**config.mk**
```make
export PLATFORM = sky130hd
export DESIGN_NAME = card_reader_rx_flat
export DESIGN_NICKNAME = d
export VERILOG_FILES = /design/src/rtl/card_reader_rx_if.sv /design/src/rtl/card_reader_rx.sv /design/src/flat_wrapper.sv
export SDC_FILE = /design/constraint.sdc
export NUM_CORES = 1
export LEC_CHECK = 0
export CORE_ASPECT_RATIO = 1.25
export CORE_MARGIN = 2
export CORE_UTILIZATION = 49
export CTS_CLUSTER_SIZE = 28
export DETAILED_ROUTE_END_ITERATION = 10
export GPL_TIMING_DRIVEN = 0
export PLACE_DENSITY = 0.84
export SETUP_SLACK_MARGIN = 0.15
export SKIP_CTS_REPAIR_TIMING = 1
export SYNTH_ARGS = -nofsm -noshare
export SYNTH_HDL_FRONTEND = slang
export SYNTH_SLANG_ARGS = --single-unit
export TNS_END_PERCENT = 1
```
**constraint.sdc**
```tcl
create_clock -name clk -period 1.5 [get_ports clk]
set_input_delay 0.3 -clock clk [delete_from_list [all_inputs] [get_ports clk]]
set_output_delay 0.3 -clock clk [all_outputs]
set_load 0.05 [all_outputs]
```
**src/rtl/card_reader_rx_if.sv**
```systemverilog
// Signal bundle between the card reader head / turnstile controller and the
// card_reader_rx front end.
interface card_reader_rx_if;
   logic       card_rx;
   logic       door_busy;
   logic [3:0] access_code;
   logic       validate_code;
   logic       frame_error;
   logic       code_dropped;
   logic [2:0] state_out;

   modport master (
      output card_rx, door_busy,
      input  access_code, validate_code, frame_error, code_dropped, state_out
   );

   modport slave (
      input  card_rx, door_busy,
      output access_code, validate_code, frame_error, code_dropped, state_out
   );
endinterface

```
**src/rtl/card_reader_rx.sv**
```systemverilog
// Serial card-reader receiver: deframes start/4 data/even parity/stop and
// hands the access code to the turnstile controller with one-cycle status pulses.
module card_reader_rx #(
   parameter int CLKS_PER_BIT = 16
) (
   input logic              clk,
   input logic              rst_n,
   card_reader_rx_if.slave  bus
);
   localparam int HALF = CLKS_PER_BIT / 2;
   localparam int CW   = $clog2(CLKS_PER_BIT);

   typedef enum logic [2:0] {
      IDLE    = 3'd0,
      START   = 3'd1,
      DATA    = 3'd2,
      PARITY  = 3'd3,
      STOP    = 3'd4,
      RECOVER = 3'd5
   } state_t;

   state_t        state, state_d;
   logic          sync1, rx_s;
   logic [CW-1:0] cnt, cnt_d;
   logic [1:0]    idx, idx_d;
   logic [3:0]    shreg, shreg_d;
   logic          par, par_d;
   logic [3:0]    code, code_d;
   logic          valid, valid_d;
   logic          ferr, ferr_d;
   logic          drop, drop_d;
   logic          bit_end, half_end;

   // The line is asynchronous; it idles high, so the synchronizer resets to 1.
   always_ff @(posedge clk or negedge rst_n) begin
      if (!rst_n) begin
         sync1 <= 1'b1;
         rx_s  <= 1'b1;
      end else begin
         sync1 <= bus.card_rx;
         rx_s  <= sync1;
      end
   end

   assign bit_end  = (cnt == CW'(CLKS_PER_BIT - 1));
   assign half_end = (cnt == CW'(HALF - 1));

   always_comb begin
      state_d = state;
      cnt_d   = cnt;
      idx_d   = idx;
      shreg_d = shreg;
      par_d   = par;
      code_d  = code;
      valid_d = 1'b0;
      ferr_d  = 1'b0;
      drop_d  = 1'b0;
      case (state)
         IDLE: begin
            if (!rx_s) begin
               state_d = START;
               cnt_d   = '0;
            end
         end
         START: begin
            cnt_d = cnt + CW'(1);
            if (half_end) begin
               cnt_d = '0;
               if (!rx_s) begin
                  state_d = DATA;
                  idx_d   = 2'd0;
               end else begin
                  state_d = IDLE;
               end
            end
         end
         DATA: begin
            cnt_d = cnt + CW'(1);
            if (bit_end) begin
               cnt_d        = '0;
               shreg_d[idx] = rx_s;
               idx_d        = idx + 2'd1;
               if (idx == 2'd3) state_d = PARITY;
            end
         end
         PARITY: begin
            cnt_d = cnt + CW'(1);
            if (bit_end) begin
               cnt_d   = '0;
               par_d   = rx_s;
               state_d = STOP;
            end
         end
         STOP: begin
            cnt_d = cnt + CW'(1);
            if (bit_end) begin
               cnt_d = '0;
               // Line faults outrank a busy door; a busy door only drops good frames.
               if (!rx_s || ((^shreg) ^ par)) begin
                  ferr_d = 1'b1;
               end else if (bus.door_busy) begin
                  drop_d = 1'b1;
               end else begin
                  code_d  = shreg;
                  valid_d = 1'b1;
               end
               state_d = rx_s ? IDLE : RECOVER;
            end
         end
         RECOVER: begin
            if (rx_s) state_d = IDLE;
         end
         default: begin
            state_d = IDLE;
            cnt_d   = '0;
         end
      endcase
   end

   always_ff @(posedge clk or negedge rst_n) begin
      if (!rst_n) begin
         state <= IDLE;
         cnt   <= '0;
         idx   <= 2'd0;
         shreg <= 4'd0;
         par   <= 1'b0;
         code  <= 4'd0;
         valid <= 1'b0;
         ferr  <= 1'b0;
         drop  <= 1'b0;
      end else begin
         state <= state_d;
         cnt   <= cnt_d;
         idx   <= idx_d;
         shreg <= shreg_d;
         par   <= par_d;
         code  <= code_d;
         valid <= valid_d;
         ferr  <= ferr_d;
         drop  <= drop_d;
      end
   end

   assign bus.access_code   = code;
   assign bus.validate_code = valid;
   assign bus.frame_error   = ferr;
   assign bus.code_dropped  = drop;
   assign bus.state_out     = state;
endmodule
```
**src/flat_wrapper.sv**
```systemverilog
// flat-port wrapper written by rule: the top's interface ports become plain ports
module card_reader_rx_flat 
#(
   parameter int CLKS_PER_BIT = 16
)
  (clk, rst_n, bus_card_rx, bus_door_busy, bus_access_code, bus_validate_code, bus_frame_error, bus_code_dropped, bus_state_out);
  card_reader_rx_if bus_i ();
  input logic clk;
  input logic rst_n;
  input wire logic [$bits(bus_i.card_rx)-1:0] bus_card_rx;
  input wire logic [$bits(bus_i.door_busy)-1:0] bus_door_busy;
  output wire logic [$bits(bus_i.access_code)-1:0] bus_access_code;
  output wire logic [$bits(bus_i.validate_code)-1:0] bus_validate_code;
  output wire logic [$bits(bus_i.frame_error)-1:0] bus_frame_error;
  output wire logic [$bits(bus_i.code_dropped)-1:0] bus_code_dropped;
  output wire logic [$bits(bus_i.state_out)-1:0] bus_state_out;
  assign bus_i.card_rx = bus_card_rx;
  assign bus_i.door_busy = bus_door_busy;
  assign bus_access_code = bus_i.access_code;
  assign bus_validate_code = bus_i.validate_code;
  assign bus_frame_error = bus_i.frame_error;
  assign bus_code_dropped = bus_i.code_dropped;
  assign bus_state_out = bus_i.state_out;
  card_reader_rx #(.CLKS_PER_BIT(CLKS_PER_BIT)) u_core (.clk(clk), .rst_n(rst_n), .bus(bus_i));
endmodule
```
==> results of run 1 <==
-- through the flow --
step / cell area, um2 / std cells / hold slack [ns]
final: 1530 / 168 / 0.143
after global placement: 1440 / 159 / 0.346
after floorplan: 1270 / 113 / 0.00441
after global routing: 1530 / 168 / 0.224
after CTS: 1470 / 163 / 0.369
after detailed placement: 1440 / 159 / 0.350
-- worst max-delay path by stage --
stage | endpoint | slack [ns] | cells past startpoint
2_1_floorplan | u_core.par$_DFFE_PN0P_ | -0.07 | 4
3_3_place_gp | u_core.bus.access_code[1]$_DFFE_PN0P_ | -0.19 | 5
3_5_place_dp | u_core.bus.access_code[3]$_DFFE_PN0P_ | -0.24 | 5
4_1_cts | bus_state_out[1] | -0.39 | 1
5_1_grt | u_core.shreg[2]$_DFFE_PN0P_ | -0.21 | 5
6_report | u_core.cnt[3]$_DFFE_PN0P_ | -0.12 | 5
-- where the power goes --
part	internal, mW	total (mW)	switching, mW	leakage (nW)
clock	0.104	0.292	0.188	0.0150
combinational	0.394	0.919	0.525	0.419
sequential	0.719	0.863	0.144	0.296
-- sequential cells by signal, indices dropped and copies added (netlist names) --
name / count
u_core.sync1: 1
u_core.bus.access_code: 4
u_core.par: 1
u_core.bus.validate_code: 1
u_core.shreg: 4
u_core.idx: 2
u_core.cnt: 4
u_core.bus.code_dropped: 1
u_core.bus.frame_error: 1
u_core.rx_s: 1
u_core.bus.state_out: 3
-- worst register-to-register path, stage by stage (launching register included) --
cell                       delay, ns
sky130_fd_sc_hd__dfrtp_2        0.47
sky130_fd_sc_hd__ha_4           0.20
sky130_fd_sc_hd__and3_4         0.17
sky130_fd_sc_hd__a221oi_2       0.38
sky130_fd_sc_hd__nand2_1        0.13
sky130_fd_sc_hd__o22ai_1        0.20
-- synthesized netlist by cell type, types with 2 or more instances --
master	n
sky130_fd_sc_hd__mux2_1	4
sky130_fd_sc_hd__xnor2_1	2
sky130_fd_sc_hd__nor2_1	3
sky130_fd_sc_hd__o21ai_0	3
sky130_fd_sc_hd__inv_1	6
sky130_fd_sc_hd__dfstp_2	2
sky130_fd_sc_hd__ha_1	5
sky130_fd_sc_hd__dfrtp_1	21
sky130_fd_sc_hd__buf_2	2
sky130_fd_sc_hd__nand2b_1	2
sky130_fd_sc_hd__o21ai_1	4
sky130_fd_sc_hd__nand2_1	14
sky130_fd_sc_hd__a21oi_1	6
sky130_fd_sc_hd__nand3_1	6
sky130_fd_sc_hd__mux2_2	5
sky130_fd_sc_hd__o211ai_1	2
-- cell usage in the layout, fill, tap and decap left out, types with 2 or more instances in the layout --
| cell | netlist | final |
|---|---|---|
| sky130_fd_sc_hd__buf_4 | 0 | 6 |
| sky130_fd_sc_hd__clkbuf_2 | 0 | 6 |
| sky130_fd_sc_hd__nand3_1 | 6 | 6 |
| sky130_fd_sc_hd__buf_6 | 0 | 3 |
| sky130_fd_sc_hd__dfrtp_1 | 21 | 17 |
| sky130_fd_sc_hd__dlymetal6s2s_1 | 0 | 2 |
| sky130_fd_sc_hd__ha_1 | 5 | 4 |
| sky130_fd_sc_hd__nand2_1 | 14 | 12 |
| sky130_fd_sc_hd__clkdlybuf4s50_1 | 0 | 2 |
| sky130_fd_sc_hd__dfstp_2 | 2 | 2 |
| sky130_fd_sc_hd__nor2_1 | 3 | 3 |
| sky130_fd_sc_hd__clkbuf_4 | 0 | 4 |
| sky130_fd_sc_hd__mux2_4 | 0 | 2 |
| sky130_fd_sc_hd__dfrtp_2 | 0 | 4 |
| sky130_fd_sc_hd__o21ai_1 | 4 | 4 |
| sky130_fd_sc_hd__nand2b_1 | 2 | 2 |
| sky130_fd_sc_hd__buf_2 | 2 | 2 |
| sky130_fd_sc_hd__mux2_1 | 4 | 2 |
| sky130_fd_sc_hd__o211ai_1 | 2 | 2 |
| sky130_fd_sc_hd__inv_1 | 6 | 5 |
| sky130_fd_sc_hd__mux2_2 | 5 | 5 |
| sky130_fd_sc_hd__xnor2_2 | 0 | 2 |
| sky130_fd_sc_hd__o21ai_0 | 3 | 3 |
| sky130_fd_sc_hd__a21oi_1 | 6 | 5 |
-- kinds of logic (layout without fill, tap and decap cells) --
logic type                 Yosys count  after routing  synth area share
AOI/OAI and AO/OA                   25             25             0.138
DFF                                 23             23             0.470
and+or+nand+nor                     36             36             0.176
xor gates and xnor gates             4              4            0.0407
buffers and inverters               10             32            0.0326
adders and majority gates            5              5            0.0509
muxes                               10             10            0.0906
-- per-layer routing --
metal  vias up  global-route usage
li1        451                   -
met2        25               0.325
met3         5              0.0225
met5         -                   0
met1       462               0.220
met4         0               0.106
-- final cells by class --
type | instances | area, um2
fill | 189 | 868
multi-input combinational | 80 | 689
sequential | 23 | 583
timing repair buffer | 18 | 133
tap | 33 | 41.3
buffer | 4 | 38.8
clock buffer | 4 | 26.3
inverter | 6 | 22.5
==> metrics.txt, run 1 <==
# TYPE chip_impl_metric gauge
chip_impl_info{name="run_status",value="finished with violations"} 1
chip_impl_info{name="violations",value="negative setup slack"} 1
chip_impl_metric{name="timing.final.max_slew_violations",unit=""} 0
chip_impl_info{name="cp-startpoint",value="u_core.cnt[1]$_DFFE_PN0P_"} 1
chip_impl_metric{name="maxClockFrequency",unit="MHz"} 618
chip_impl_metric{name="worst_slew_pin_slew",unit="ns"} 1.02
chip_impl_metric{name="number_of_optimization_iterations_in_the_first_detailed_route_pass",unit=""} 6
chip_impl_metric{name="power.density_cell_area",unit="nW/um2"} 1350
chip_impl_metric{name="report.final.setup_viol",unit=""} 13
chip_impl_info{name="cts_tree",value="yes"} 1
chip_impl_metric{name="period_share",unit=""} 1.08
chip_impl_metric{name="setup.reg_to_reg.worst_slack",unit="ns"} -0.12
chip_impl_metric{name="cts.sinks",unit=""} 23
chip_impl_metric{name="clk-insertion-delay-late",unit="ns"} 0.31
chip_impl_metric{name="synthCells",unit=""} 113
chip_impl_metric{name="layout-drive-gt1-share",unit=""} 0.378
chip_impl_metric{name="synth.cell_area",unit="um2"} 1230
chip_impl_metric{name="dieArea",unit="um2"} 2930
chip_impl_metric{name="grt_usage",unit=""} 0.184
chip_impl_metric{name="design.portCount",unit=""} 14
chip_impl_metric{name="worst_clock_skew",unit="ns"} 0.00389
chip_impl_metric{name="place_ws",unit="ns"} -0.236
chip_impl_metric{name="antenna_found_initial",unit=""} 0
chip_impl_info{name="critical-path-top-delay-family",value="compound AO/OA/AOI/OAI gates"} 1
chip_impl_metric{name="design.core.area",unit="um2"} 2400
chip_impl_info{name="critical_path.slowest_cell",value="sky130_fd_sc_hd__dfrtp_2"} 1
chip_impl_metric{name="met2RoutedLength",unit="um"} 1290
chip_impl_metric{name="leakage_power_total",unit="nW"} 0.731
chip_impl_info{name="start_kind",value="register"} 1
chip_impl_metric{name="postLayoutSetupSlackWorst",unit="ns"} -0.117
chip_impl_metric{name="irDropWorstVdd",unit="V"} 0.000830
chip_impl_metric{name="finalSetupTns",unit="ns"} -1.02
chip_impl_metric{name="layout.core_utilization",unit=""} 0.639
chip_impl_metric{name="numCtsBuffers",unit=""} 3
chip_impl_metric{name="power",unit="mW"} 2.07
chip_impl_metric{name="path_max_fanout",unit=""} 5
chip_impl_metric{name="global_route.overflow_total",unit=""} 0
chip_impl_metric{name="cts.path.max_buffers",unit=""} 2
chip_impl_metric{name="cap_viol_max_count",unit=""} 0
chip_impl_metric{name="drt_drc_violations_left",unit=""} 0
chip_impl_metric{name="chipWidth",unit="um"} 48.8
chip_impl_metric{name="synthArstFlopShare",unit=""} 1.00
chip_impl_metric{name="hold_viol",unit=""} 0
chip_impl_info{name="rsz0062_at_grt",value="yes"} 1
chip_impl_metric{name="postRouteWirelength",unit="um"} 2520
chip_impl_metric{name="htree_levels",unit=""} 1
chip_impl_metric{name="critical_path_arrival",unit="ns"} 1.86
chip_impl_info{name="criticalPathCategory",value="register to register"} 1
chip_impl_metric{name="post_syn_nets",unit=""} 122
chip_impl_info{name="highest_layer",value="met4"} 1
chip_impl_metric{name="initial_utilization",unit=""} 0.511
chip_impl_info{name="synthFlopType",value="sky130_fd_sc_hd__dfrtp_1"} 1
chip_impl_metric{name="reg2regPathDepth",unit=""} 5
chip_impl_metric{name="timing.slew.headroom",unit=""} 0.316
chip_impl_metric{name="synth.ff_latch_count",unit=""} 23
chip_impl_metric{name="min_period",unit="ns"} 1.62
chip_impl_metric{name="synth.lib_cells_used.distinct",unit=""} 42
chip_impl_info{name="crit_path_cell_trace",value="ha_4 > and3_4 > a221oi_2 > nand2_1 > o22ai_1"} 1
chip_impl_metric{name="chipHeight",unit="um"} 60.0
chip_impl_metric{name="clkSlewWorstSetupHoldPaths",unit="ns"} 0.13
chip_impl_metric{name="syn2layout_area_growth",unit="%"} 24.8
chip_impl_metric{name="number_of_diodes_added_for_antenna_fixing",unit=""} 0
chip_impl_metric{name="synth_edf_count",unit=""} 0
chip_impl_metric{name="yosysWarningCount",unit=""} 0
chip_impl_metric{name="detailedPlacementHpwl",unit="um"} 1750
chip_impl_metric{name="yosysSeqAreaShare",unit=""} 0.470
chip_impl_metric{name="postSynthAreaPerCell",unit="um2"} 10.9
chip_impl_info{name="cts.root.buffer_cell",value="sky130_fd_sc_hd__clkbuf_4"} 1
chip_impl_metric{name="design.final.nets",unit=""} 145
chip_impl_metric{name="grt_pass1_wl",unit="um"} 4060
chip_impl_metric{name="timing.critical_path.slowest_cell_delay",unit="ns"} 0.47
chip_impl_metric{name="placement_rows",unit=""} 20
chip_impl_info{name="min-delay-path-class",value="input port to async pin"} 1
chip_impl_info{name="reg2reg_to",value="u_core.cnt[3]$_DFFE_PN0P_"} 1
chip_impl_metric{name="dr_wl_met3",unit="um"} 93
chip_impl_info{name="synth.area.top_cells",value="sky130_fd_sc_hd__dfrtp_1 43%, sky130_fd_sc_hd__ha_1 5.1%, sky130_fd_sc_hd__mux2_2 4.6%, sky130_fd_sc_hd__dfstp_2 4.3%, sky130_fd_sc_hd__nand2_1 4.3%"} 1
chip_impl_metric{name="antenna_left",unit=""} 0
chip_impl_metric{name="via_count",unit=""} 943
chip_impl_info{name="critPathCaptureType",value="register"} 1
chip_impl_metric{name="io_buffer_count",unit=""} 13
chip_impl_metric{name="avgViaCountPerCell",unit=""} 5.61
chip_impl_info{name="yosysTopAreaCell",value="sky130_fd_sc_hd__dfrtp_1"} 1
chip_impl_metric{name="routabilityCongestion",unit=""} 0.875
chip_impl_metric{name="cp_data_required_time",unit="ns"} 1.74
chip_impl_metric{name="grt_start_max_net_pins",unit=""} 24
chip_impl_metric{name="m1WireLength",unit="um"} 1090
chip_impl_metric{name="synth_top_area_frac",unit=""} 0.428
chip_impl_metric{name="dr.first_iter.drc_count",unit=""} 31
chip_impl_info{name="r2r_start",value="u_core.cnt[1]$_DFFE_PN0P_"} 1
chip_impl_metric{name="first_global_vias",unit=""} 921
chip_impl_metric{name="wire_per_inst",unit="um"} 15.0
chip_impl_metric{name="worstPathBufferInverterCount",unit=""} 0
(Power assumes the default switching activity.)
==> run 2: changes to the inputs <==
--- a/config.mk
+++ b/config.mk
@@ -11,7 +11,7 @@
 export CTS_CLUSTER_SIZE = 28
 export DETAILED_ROUTE_END_ITERATION = 10
 export GPL_TIMING_DRIVEN = 0
-export PLACE_DENSITY = 0.84
+export PLACE_DENSITY_LB_ADDON = 0.2
 export SETUP_SLACK_MARGIN = 0.15
 export SKIP_CTS_REPAIR_TIMING = 1
 export SYNTH_ARGS = -nofsm -noshare
==> metrics.txt, run 2 (synthesized netlist as in run 1, its figures left out) <==
# TYPE chip_impl_metric gauge
chip_impl_metric{name="syn2layout_area_growth",unit="%"} 25.4
chip_impl_metric{name="cp_data_required_time",unit="ns"} 1.71
chip_impl_metric{name="irDropWorstVdd",unit="V"} 0.00103
chip_impl_metric{name="reg2regPathDepth",unit=""} 4
chip_impl_metric{name="detailedPlacementHpwl",unit="um"} 1830
chip_impl_metric{name="layout-drive-gt1-share",unit=""} 0.366
chip_impl_metric{name="global_route.overflow_total",unit=""} 0
chip_impl_metric{name="avgViaCountPerCell",unit=""} 5.65
chip_impl_metric{name="leakage_power_total",unit="nW"} 0.722
chip_impl_info{name="reg2reg_to",value="u_core.bus.access_code[0]$_DFFE_PN0P_"} 1
chip_impl_metric{name="clk-insertion-delay-late",unit="ns"} 0.31
chip_impl_metric{name="io_buffer_count",unit=""} 13
chip_impl_info{name="cts.root.buffer_cell",value="sky130_fd_sc_hd__clkbuf_4"} 1
chip_impl_metric{name="ff_latch_area",unit="um2"} 583
chip_impl_info{name="cts_tree",value="yes"} 1
chip_impl_info{name="min-delay-path-class",value="input port to async pin"} 1
chip_impl_metric{name="antenna_left",unit=""} 0
chip_impl_metric{name="htree_levels",unit=""} 1
chip_impl_metric{name="number_of_diodes_added_for_antenna_fixing",unit=""} 0
chip_impl_metric{name="critical_path_arrival",unit="ns"} 1.85
chip_impl_metric{name="drt_drc_violations_left",unit=""} 0
chip_impl_metric{name="design.core.area",unit="um2"} 2400
chip_impl_metric{name="routabilityCongestion",unit=""} 0.936
chip_impl_metric{name="numCtsBuffers",unit=""} 3
chip_impl_info{name="rsz0062_at_grt",value="yes"} 1
chip_impl_metric{name="worst_clock_skew",unit="ns"} 0.00415
chip_impl_info{name="start_kind",value="register"} 1
chip_impl_metric{name="grt_start_max_net_pins",unit=""} 24
chip_impl_metric{name="wire_per_inst",unit="um"} 15.7
chip_impl_metric{name="report.final.setup_viol",unit=""} 14
chip_impl_metric{name="number_of_fillers_in_the_final_layout",unit=""} 207
chip_impl_metric{name="cts.sinks",unit=""} 23
chip_impl_metric{name="period_share",unit=""} 1.10
chip_impl_metric{name="multi_input_area",unit="um2"} 711
chip_impl_metric{name="via_count",unit=""} 943
chip_impl_metric{name="hold_viol",unit=""} 0
chip_impl_metric{name="design.portCount",unit=""} 14
chip_impl_metric{name="timing.critical_path.slowest_cell_delay",unit="ns"} 0.45
chip_impl_metric{name="grt_usage",unit=""} 0.194
chip_impl_info{name="critPathCaptureType",value="register"} 1
chip_impl_metric{name="power.density_cell_area",unit="nW/um2"} 1400
chip_impl_metric{name="dr.first_iter.drc_count",unit=""} 9
chip_impl_metric{name="timing.slew.headroom",unit=""} 0.324
chip_impl_info{name="cp-startpoint",value="u_core.shreg[0]$_DFFE_PN0P_"} 1
chip_impl_metric{name="final_cells",unit=""} 167
chip_impl_info{name="run_status",value="finished with violations"} 1
chip_impl_metric{name="dieArea",unit="um2"} 2930
chip_impl_metric{name="worst_slew_pin_slew",unit="ns"} 1.01
chip_impl_metric{name="postRouteWirelength",unit="um"} 2620
chip_impl_metric{name="maxClockFrequency",unit="MHz"} 607
chip_impl_metric{name="initial_utilization",unit=""} 0.511
chip_impl_info{name="most_common_library_cell_in_the_layout_ignoring_fill_and_taps",value="sky130_fd_sc_hd__dfrtp_1"} 1
chip_impl_info{name="critical_path.slowest_cell",value="sky130_fd_sc_hd__dfrtp_1"} 1
chip_impl_metric{name="number_of_optimization_iterations_in_the_first_detailed_route_pass",unit=""} 4
chip_impl_info{name="r2r_start",value="u_core.shreg[0]$_DFFE_PN0P_"} 1
chip_impl_metric{name="antenna_found_initial",unit=""} 0
chip_impl_info{name="layout.cells.most_common_list",value="17 x sky130_fd_sc_hd__dfrtp_1, 13 x sky130_fd_sc_hd__nand2_1, 7 x sky130_fd_sc_hd__clkbuf_2"} 1
chip_impl_metric{name="first_global_vias",unit=""} 943
chip_impl_metric{name="postLayoutSetupSlackWorst",unit="ns"} -0.146
chip_impl_metric{name="clkSlewWorstSetupHoldPaths",unit="ns"} 0.12
chip_impl_metric{name="placement_rows",unit=""} 20
chip_impl_info{name="violations",value="negative setup slack"} 1
chip_impl_metric{name="grt_pass1_wl",unit="um"} 4310
chip_impl_metric{name="design.final.nets",unit=""} 144
chip_impl_metric{name="cts.path.max_buffers",unit=""} 2
chip_impl_metric{name="timing.final.max_slew_violations",unit=""} 0
chip_impl_metric{name="path_max_fanout",unit=""} 4
chip_impl_metric{name="min_period",unit="ns"} 1.65
chip_impl_metric{name="cap_viol_max_count",unit=""} 0
chip_impl_metric{name="chipWidth",unit="um"} 48.8
chip_impl_info{name="criticalPathCategory",value="register to register"} 1
chip_impl_info{name="crit_path_cell_trace",value="xnor2_2 > xnor3_2 > nand2b_4 > mux2_4"} 1
chip_impl_metric{name="placed_instances",unit=""} 159
chip_impl_metric{name="chipHeight",unit="um"} 60.0
chip_impl_metric{name="setup.reg_to_reg.worst_slack",unit="ns"} -0.15
chip_impl_metric{name="power",unit="mW"} 2.16
run 2: cell count changes in the layout (fill, tap and decap cells not counted), sizes merged:
| cell | previous run | this run |
|---|---|---|
| dlymetal6s2s | 2 | 1 |
| clkbuf | 11 | 12 |
| buf | 11 | 10 |
run 2: per-layer routing:
| layer | global-route usage | wire (um) | vias to the layer above |
|---|---|---|---|
| li1 | - | - | 446 |
| met1 | 0.225 | 1070 | 474 |
| met2 | 0.360 | 1440 | 17 |
| met3 | 0.0250 | 65 | 6 |
| met4 | 0.0857 | 48 | 0 |
| met5 | 0 | 0 | - |
run 2: area by class of cell:
class                   count  share of cell area
repair buffers             17              0.0747
multi-input cells          80               0.461
clock buffers               4              0.0171
inverters                   6              0.0146
plain buffers               4              0.0268
flip-flops and latches     23               0.379
well taps                  33              0.0268
run 2: worst max path at each step:
stage	end	slack, ns	depth (start not counted)
6_report	u_core.bus.access_code[0]$_DFFE_PN0P_	-0.15	4
5_1_grt	u_core.bus.access_code[0]$_DFFE_PN0P_	-0.17	4
4_1_cts	bus_state_out[2]	-0.38	1
3_5_place_dp	u_core.shreg[3]$_DFFE_PN0P_	-0.24	5
3_3_place_gp	u_core.shreg[2]$_DFFE_PN0P_	-0.19	5
2_1_floorplan	u_core.par$_DFFE_PN0P_	-0.07	4
run 2: worst max-delay path: cells and delay by family (launching register included):
family	cells	cell delay (ns)
AND/OR/NAND/NOR	1	0.12
multiplexers	1	0.31
flip-flops	1	0.45
XOR/XNOR	2	0.66
run 2: per-stage QoR:
stage | area (um2) | setup TNS [ns] | utilization | setup WS [ns] | hold WS (ns)
after floorplan | 1270 | -0.514 | - | -0.0737 | 0.00441
after global placement | 1440 | -2.59 | 0.601 | -0.191 | 0.349
after detailed placement | 1440 | -4.16 | 0.601 | -0.236 | 0.350
after CTS | 1470 | -5.71 | 0.611 | -0.380 | 0.369
after global routing | 1540 | -1.81 | 0.641 | -0.172 | 0.232
final | 1540 | -1.03 | 0.641 | -0.146 | 0.141
run 2: power by group:
part / total, mW / switching, mW / internal (mW)
Combinational: 1.01 / 0.563 / 0.447
Clock: 0.287 / 0.183 / 0.104
Sequential: 0.861 / 0.142 / 0.719
Total: 2.16 / 0.888 / 1.27
